==> config.mk <==
export PLATFORM = sky130hd
export DESIGN_NAME = count_controller
export DESIGN_NICKNAME = d
export VERILOG_FILES = /design/src/rtl/count_controller.sv
export SDC_FILE = /design/constraint.sdc
export NUM_CORES = 1
export LEC_CHECK = 0
export CAP_MARGIN = 30
export CORE_MARGIN = 10
export CORE_UTILIZATION = 54
export CTS_CLUSTER_DIAMETER = 30
export DETAILED_ROUTE_END_ITERATION = 10
export GPL_TIMING_DRIVEN = 0
export HOLD_SLACK_MARGIN = 0.02
export MAX_ROUTING_LAYER = met4
export PLACE_DENSITY_LB_ADDON = 0.1
export SKIP_LAST_GASP = 1
export SLEW_MARGIN = 20
export SYNTH_ARGS = -nofsm -noshare
export SYNTH_HDL_FRONTEND = slang
export SYNTH_SLANG_ARGS = --single-unit
==> constraint.sdc <==
create_clock -name i_Clk -period 2.3 [get_ports i_Clk]
set_input_delay 0.46 -clock i_Clk [delete_from_list [all_inputs] [get_ports i_Clk]]
set_output_delay 0.46 -clock i_Clk [all_outputs]
set_load 0.01 [all_outputs]
==> src/rtl/count_controller.sv <==
// Display-counter sequencer: run/pause/step/clear control of a 4-bit count with two
// advance rates, up/down direction and a programmable wrap limit.
module count_controller #(
    parameter int unsigned g_Delay_Fast = 2500000,
    parameter int unsigned g_Delay_Slow = 25000000,
    parameter int unsigned g_Max        = 15
) (
    input  logic       i_Clk,
    input  logic       i_Reset,
    input  logic       i_Run_Toggle,
    input  logic       i_Step,
    input  logic       i_Clear,
    input  logic       i_Dir,
    input  logic       i_Speed,
    output logic [3:0] o_Nibble,
    output logic       o_Running,
    output logic       o_Tick,
    output logic       o_Wrap
);

    // state | meaning
    // IDLE  | stopped, count forced to 0
    // RUN   | auto-advance once per selected period
    // PAUSE | stopped, count held (also entered after a manual step)
    typedef enum logic [1:0] {
        ST_IDLE  = 2'd0,
        ST_RUN   = 2'd1,
        ST_PAUSE = 2'd2
    } state_t;

    localparam logic [3:0]  MAX_NIB   = 4'(g_Max);
    localparam logic [31:0] LAST_FAST = 32'(g_Delay_Fast) - 32'd1;
    localparam logic [31:0] LAST_SLOW = 32'(g_Delay_Slow) - 32'd1;

    state_t      state_q, state_d;
    logic [31:0] delay_q, delay_d;
    logic [3:0]  nibble_q, nibble_d;
    logic        running_q, running_d;
    logic        tick_q, tick_d;
    logic        wrap_q, wrap_d;

    logic [31:0] last_count;
    logic        advance;

    // Rate is re-evaluated every cycle so a speed change takes effect mid-period.
    assign last_count = i_Speed ? LAST_FAST : LAST_SLOW;

    always_comb begin
        state_d  = state_q;
        delay_d  = delay_q;
        advance  = 1'b0;

        if (i_Clear) begin
            state_d = ST_IDLE;
            delay_d = '0;
        end else if (i_Run_Toggle) begin
            state_d = (state_q == ST_RUN) ? ST_PAUSE : ST_RUN;
            delay_d = '0;
        end else begin
            case (state_q)
                ST_RUN: begin
                    if (delay_q >= last_count) begin
                        advance = 1'b1;
                        delay_d = '0;
                    end else begin
                        delay_d = delay_q + 32'd1;
                    end
                end
                ST_IDLE, ST_PAUSE: begin
                    if (i_Step) begin
                        advance = 1'b1;
                        state_d = ST_PAUSE;
                    end
                end
                default: begin
                    state_d = ST_IDLE;
                    delay_d = '0;
                end
            endcase
        end
    end

    always_comb begin
        nibble_d  = nibble_q;
        tick_d    = 1'b0;
        wrap_d    = 1'b0;
        running_d = (state_d == ST_RUN);

        if (i_Clear) begin
            nibble_d = '0;
        end else if (advance) begin
            tick_d = 1'b1;
            if (i_Dir) begin
                if (nibble_q >= MAX_NIB) begin
                    nibble_d = '0;
                    wrap_d   = 1'b1;
                end else begin
                    nibble_d = nibble_q + 4'd1;
                end
            end else begin
                if (nibble_q == 4'd0) begin
                    nibble_d = MAX_NIB;
                    wrap_d   = 1'b1;
                end else begin
                    nibble_d = nibble_q - 4'd1;
                end
            end
        end
    end

    always_ff @(posedge i_Clk or posedge i_Reset) begin
        if (i_Reset) begin
            state_q   <= ST_IDLE;
            delay_q   <= '0;
            nibble_q  <= '0;
            running_q <= 1'b0;
            tick_q    <= 1'b0;
            wrap_q    <= 1'b0;
        end else begin
            state_q   <= state_d;
            delay_q   <= delay_d;
            nibble_q  <= nibble_d;
            running_q <= running_d;
            tick_q    <= tick_d;
            wrap_q    <= wrap_d;
        end
    end

    assign o_Nibble  = nibble_q;
    assign o_Running = running_q;
    assign o_Tick    = tick_q;
    assign o_Wrap    = wrap_q;

endmodule

Yosys cells after proc, flatten, opt, wreduce, memory -nomap -nowiden
Index checks and enable logic that the tools add are counted. Widths: inputs -> output; s select.

Bits in registers: 41. Input port bits: 7. Output and inout bits: 7. Logic and storage cells: 46.

Add/subtract/negate cells: 3. Order comparisons: 2. Equality and inequality tests: 4. Multiplexer cells: 27. Reduce and logical (&&, ||, !) cells: 4.

Operators with widths (count): $mux 32 (3); $pmux 32 s2 (1); $add 32x1->32 const B (1); $ge 32x25->1 (1); $mux 25 (1); $mux 4 (5); $mux 1 (11); $mux 2 (4); $add 4x1->4 const B (1); $eq 2x1->1 const B (2); $ge 4x4->1 const B (1); $logic_not 4->1 (1); $pmux 2 s2 (1); $sub 4x1->4 const B (1); $ne 3x3->1 const B (1); $eq 2x2->1 const B (1); $logic_not 2->1 (1); $pmux 1 s2 (1); $reduce_bool 2->1 (1); $reduce_or 2->1 (1).

Logic depth before layout (Yosys ltp)
Word-level depth: 8. Gate-level depth with buffers: 9.

Worst setup path before layout
No wires, ideal clock.

Path kind: in2reg. Start: in i_Speed. End: reg delay_q[6]. Arrival time: 2.085 ns. Data required time: 2.174 ns. Path slack: 0.089 ns. Stages: 8. Cell sequence: ha_1 > and3_1 > nand4_1 > or4_4 > a21o_4 > buf_6 > a32oi_1 > o21ai_1.

Longest elaborated chain between the ends: 6.

Ends and longest elaborated chain: start, declared (RTL line 14) `input logic i_Speed,`; $mux 25 (RTL line 46) `assign last_count = i_Speed ? LAST_FAST : LAST_SLOW;`; $ge 32x25->1 (RTL line 62) `if (delay_q >= last_count) begin`; $mux 32 (RTL line 62); $pmux 32 s2 (RTL line 60) `case (state_q)`; $mux 32 (RTL line 56) `end else if (i_Run_Toggle) begin`; $mux 32 (RTL line 53) `if (i_Clear) begin`; end signal, assigned (RTL line 121) `delay_q <= delay_d;`; end, declared (RTL line 36) `logic [31:0] delay_q, delay_d;`.

Every way passes these cells. A chain may end at the register's enable or synchronous reset.

Final worst setup path
Start: reg delay_q[22]. End: reg delay_q[12].

Longest elaborated chain between the ends: 5.

Ends and longest elaborated chain (RTL line): $ge 32x25->1 (62); $mux 32 (62); $pmux 32 s2 (60); $mux 32 (56); $mux 32 (53).

Every way passes these cells.

==> impl_results.html <==
<table>
<tr><th>Metric</th><th>Value</th></tr>
<tr><th colspan="2">Power and ir drop</th></tr>
<tr><td>Cell Pwr Density</td><td>~460 nW/µm²</td></tr>
<tr><td>Fraction of power spent switching nets</td><td>a little over a quarter</td></tr>
<tr><td>Cell-internal power</td><td>between 1 and 1.5 mW</td></tr>
<tr><td>Combinational group share of total power</td><td>14.6%</td></tr>
<tr><td>Clk pwr share</td><td>35.6%</td></tr>
<tr><td>Net Switching</td><td>about 400 µW</td></tr>
<tr><td>Maximum VDD drop</td><td>~0.4 mV</td></tr>
<tr><td>Static Leakage</td><td>~1.4 nW</td></tr>
<tr><td>Power after layout</td><td>1.51 mW</td></tr>
<tr><td>Reg power frac</td><td>49.9%</td></tr>
<tr><th colspan="2">Clock tree</th></tr>
<tr><td>Register clock-pin slew on the reported worst setup and hold paths</td><td>approximately 80 ps</td></tr>
<tr><td>TritonCTS clock tree</td><td>yes</td></tr>
<tr><td>Sinks on Clock Net</td><td>41</td></tr>
<tr><td>Insertion delay of the later-clocked pin in the worst-skew pair</td><td>around 300 ps</td></tr>
<tr><td>Hold buffer count at CTS</td><td>0</td></tr>
<tr><td>Root Buffer</td><td>sky130_fd_sc_hd__clkbuf_8</td></tr>
<tr><td>CTS HTree Levels</td><td>2</td></tr>
<tr><td>Max Buffers Root-to-Sink</td><td>2</td></tr>
<tr><td>Number of buffers created by CTS</td><td>5</td></tr>
<tr><th colspan="2">Critical path</th></tr>
<tr><td>Worst Path Class, Setup</td><td>flop to flop</td></tr>
<tr><td>Arr. time, crit path</td><td>around 2600 ps</td></tr>
<tr><td>Required time at the endpoint of the critical path</td><td>between 2000 and 2500 ps</td></tr>
<tr><td>Series of cell instances along the critical path</td><td>ha_1 &gt; and3_4 &gt; nand4_1 &gt; or4_4 &gt; a21o_4 &gt; buf_8 &gt; a32oi_2 &gt; o21ai_1</td></tr>
<tr><td>CP max FO</td><td>7</td></tr>
<tr><td>Flop2flop setup slack</td><td>-120 ps</td></tr>
<tr><td>Depth of the most critical reg-to-reg path</td><td>8</td></tr>
<tr><td>CP max stage cell</td><td>sky130_fd_sc_hd__or4_4</td></tr>
<tr><td>Termination of the worst setup path</td><td>delay_q[12]</td></tr>
<tr><td>Kind of capture point of the worst setup path</td><td>flop</td></tr>
<tr><td>Worst reg2reg endpoint</td><td>delay_q[12]</td></tr>
<tr><td>Crit path from</td><td>delay_q[22]</td></tr>
<tr><td>Critical Path Start Type</td><td>flop</td></tr>
<tr><td>Reg-to-reg critical path startpoint</td><td>delay_q[22]</td></tr>
<tr><td>Slowest stage delay, CP</td><td>between 600 and 700 ps</td></tr>
<tr><th colspan="2">STA</th></tr>
<tr><td>Final critical-path required period</td><td>approximately 2400 ps</td></tr>
<tr><td>Final clock period utilization by the worst path</td><td>105%</td></tr>
<tr><td>Final worst slack</td><td>-117 ps</td></tr>
<tr><td>Transition at the pin with the smallest max-transition slack</td><td>~580 ps</td></tr>
<tr><td>Maximum achievable frequency</td><td>between 400 and 500 MHz</td></tr>
<tr><td>Final Max Slew Viols</td><td>0</td></tr>
<tr><td>Setup violations, final</td><td>28</td></tr>
<tr><td>Final Skew</td><td>between 4 and 5 ps</td></tr>
<tr><td>Setup repair after global routing missed its margin</td><td>yes</td></tr>
<tr><td>Smallest hold slack</td><td>486 ps</td></tr>
<tr><td>Number of hold-slack violations in the final timing report</td><td>0</td></tr>
<tr><td>Relative slew margins</td><td>around three fifths</td></tr>
<tr><th colspan="2">Yosys</th></tr>
<tr><td>Synthesized area</td><td>between 2000 and 3000 µm²</td></tr>
<tr><td>Number of enable-type register cells in the synthesized netlist</td><td>0</td></tr>
<tr><td>Top post-synthesis cells by area</td><td>sky130_fd_sc_hd__dfrtp_1, sky130_fd_sc_hd__ha_1, sky130_fd_sc_hd__nand2_1</td></tr>
<tr><td>Number of cells produced by synthesis</td><td>320</td></tr>
<tr><td>Share of the yosys chip area belonging to registers</td><td>a little under two fifths</td></tr>
<tr><td>Most used flip-flop cell after synthesis</td><td>sky130_fd_sc_hd__dfrtp_1</td></tr>
<tr><td>Nets in the synthesized netlist</td><td>343</td></tr>
<tr><td>Per-instance average area after synthesis</td><td>8.57 µm²</td></tr>
<tr><td>Synthesis warning total</td><td>0</td></tr>
<tr><td>Fraction of registers with async set or reset after synthesis</td><td>100%</td></tr>
<tr><td>Cell type contributing the most total cell area after synthesis</td><td>sky130_fd_sc_hd__dfrtp_1</td></tr>
<tr><td>Count of cell types in the netlist</td><td>56</td></tr>
<tr><td>Flops &amp; latches, synth</td><td>41</td></tr>
<tr><td>Top-area cell type share of the netlist area</td><td>between 30% and 40%</td></tr>
<tr><th colspan="2">Global routing</th></tr>
<tr><td>Global-route wire length before repair</td><td>12.1 mm</td></tr>
<tr><td>Antenna violations before repair</td><td>0</td></tr>
<tr><td>Total grt overflow</td><td>0</td></tr>
<tr><td>GR Util All Layers</td><td>17.8%</td></tr>
<tr><td>Number of global-route vias before repair</td><td>about 2400</td></tr>
<tr><td>Pin count of the biggest net entering global routing</td><td>23</td></tr>
<tr><th colspan="2">Cells and area</th></tr>
<tr><td>Signed area change from the synthesized netlist to the final layout</td><td>20.6%</td></tr>
<tr><td>Antenna Cells</td><td>0</td></tr>
<tr><td>Most used cells in the layout excluding fill and tap cells</td><td>sky130_fd_sc_hd__nand2_1, sky130_fd_sc_hd__dfrtp_1, sky130_fd_sc_hd__nor2_1, sky130_fd_sc_hd__nor3_1, sky130_fd_sc_hd__nand3_1</td></tr>
<tr><td>NumNets Final</td><td>roughly 370</td></tr>
<tr><td>Filler-free cell count of the finished design</td><td>between 400 and 500</td></tr>
<tr><td>Share of layout cells above drive strength 1</td><td>between 10% and 20%</td></tr>
<tr><th colspan="2">Detailed routing</th></tr>
<tr><td>Iteration-0 DRC count of the detailed router</td><td>between 200 and 300</td></tr>
<tr><td>Top Metal Used</td><td>met4</td></tr>
<tr><td>Detailed route wirelength on metal3</td><td>approximately 520 µm</td></tr>
<tr><td>Via count normalized by instance count</td><td>between 6 and 7</td></tr>
<tr><td>Routed via count</td><td>2629</td></tr>
<tr><td>Detailed-routing iteration count for the pre-antenna-repair pass</td><td>5</td></tr>
<tr><td>Met1 wire length</td><td>~3.4 mm</td></tr>
<tr><td>Met2 routed wirelength</td><td>roughly 3.3 mm</td></tr>
<tr><td>WL per Instance</td><td>roughly 17 µm</td></tr>
<tr><td>Final antenna-violating net count</td><td>0</td></tr>
<tr><td>Final wirelength</td><td>between 7 and 8 mm</td></tr>
<tr><td>Remaining design rule violation count</td><td>0</td></tr>
<tr><th colspan="2">Placement</th></tr>
<tr><td>Cell Count Post-Placement</td><td>roughly 400</td></tr>
<tr><td>Post-detailed-placement half-perimeter wirelength</td><td>just under 5 mm</td></tr>
<tr><td>GP Congestion</td><td>approximately 0.9</td></tr>
<tr><td>Port Buf Inserts</td><td>12</td></tr>
<tr><th colspan="2">Floorplan</th></tr>
<tr><td>Core footprint</td><td>slightly below 5000 µm²</td></tr>
<tr><td>Height of the die</td><td>between 90 and 100 µm</td></tr>
<tr><td>X dimension of the die</td><td>roughly 91 µm</td></tr>
<tr><td>Row count</td><td>25</td></tr>
<tr><td>Floorplan die area</td><td>~8300 µm²</td></tr>
<tr><td># IOs</td><td>14</td></tr>
<tr><td>Effective utilization at floorplan</td><td>between 50% and 60%</td></tr>
<tr><th colspan="2">Min path</th></tr>
<tr><td>Class of the tightest hold or removal check</td><td>input pin to async pin</td></tr>
<tr><th colspan="2">Run status</th></tr>
<tr><td>Run status</td><td>finished with violations</td></tr>
<tr><td>Failing checks</td><td>negative setup slack</td></tr>
<tr><th colspan="2">Run</th></tr>
<tr><td>Number of max-cap violations</td><td>0</td></tr>
</table>
power by group through the flow:
stage	registers [mW]	logic [mW]	clock network [mW]
after floorplan	0.769	0.124	0
after global placement	0.766	0.199	0
after detailed placement	0.767	0.207	0
after CTS	0.753	0.210	0.544
after global routing	0.757	0.242	0.574
final	0.753	0.220	0.537
synth_stat cells (3+ instances only):
cell / count
sky130_fd_sc_hd__a21oi_1: 9
sky130_fd_sc_hd__a31oi_1: 5
sky130_fd_sc_hd__a32oi_1: 3
sky130_fd_sc_hd__and2_1: 9
sky130_fd_sc_hd__and3_1: 8
sky130_fd_sc_hd__buf_4: 4
sky130_fd_sc_hd__clkbuf_1: 7
sky130_fd_sc_hd__dfrtp_1: 41
sky130_fd_sc_hd__ha_1: 16
sky130_fd_sc_hd__inv_1: 10
sky130_fd_sc_hd__nand2_1: 41
sky130_fd_sc_hd__nand3_1: 17
sky130_fd_sc_hd__nand4_1: 12
sky130_fd_sc_hd__nor2_1: 24
sky130_fd_sc_hd__nor3_1: 24
sky130_fd_sc_hd__nor4_1: 3
sky130_fd_sc_hd__o211ai_1: 10
sky130_fd_sc_hd__o21ai_0: 14
sky130_fd_sc_hd__o21ai_1: 9
sky130_fd_sc_hd__or3_1: 3
sky130_fd_sc_hd__or4_1: 3
logic make-up (layout without fill, tap and decap cells):
kind of cell | Yosys count | after routing | synth area share [%]
adders and majority gates | 16 | 16 | 7.30
and+or+nand+nor | 161 | 161 | 30.5
xor gates and xnor gates | 3 | 3 | 0.959
AOI/OAI and AO/OA | 68 | 68 | 17.2
muxes | 3 | 3 | 1.55
DFF | 41 | 41 | 37.4
buffers and inverters | 28 | 60 | 5.07
sequential cells by signal, indices dropped and copies added, names as in the netlist:
register / flops
delay_q: 32
o_Wrap: 1
state_q: 2
o_Tick: 1
o_Running: 1
o_Nibble: 4
how the worst min path moves through the flow:
stage | endpoint
CTS | o_Nibble[1]
global route | delay_q[28]
finish | delay_q[27]
floorplan | delay_q[25]
global placement | delay_q[26]
detailed placement | delay_q[31]
worst max-delay path: cells and delay by family, from the launching register on:
kind	cells	cell delay, ps
buffers and inverters	1	150
flip-flops	1	430
adder cells (fa/ha/maj)	1	290
AO/OA/AOI/OAI	3	530
AND/OR/NAND/NOR	3	900
layer usage:
layer | global-route usage (%) | vias to the layer above
met5 | - | -
met4 | 3.92 | 0
met3 | 3.21 | 24
met2 | 27.2 | 133
met1 | 23.9 | 1231
li1 | - | 1241
through the flow:
step	area [µm²]	setup slack, ps	setup TNS [ps]	utilization [%]
floorplan	2740	89.2	0	-
global placement	2950	-1060	-29280	61.1
detailed placement	2980	-1070	-29080	61.9
CTS	3140	-72.4	-348	65.1
global route	3310	-234	-4570	68.6
finish	3310	-117	-1210	68.6
timing repair:
action	4_1_cts	5_1_grt
gates resized for setup	16	23
setup buffers	2	5
endpoints found under the setup margin	32	32
pin swaps	0	19
cloned	1	1
area by class of cell:
| cell class | instances | area, µm² |
|---|---|---|
| multi-input cells | 251 | 1700 |
| fillers | 396 | 1510 |
| flip-flops and latches | 41 | 1030 |
| repair buffers | 24 | 243 |
| plain buffers | 16 | 113 |
| clock buffers | 7 | 96.3 |
| well taps | 67 | 83.8 |
| inverters | 12 | 45.0 |
| clock inverters | 1 | 5.00 |
Note: power is estimated with default switching activity, not from simulation.
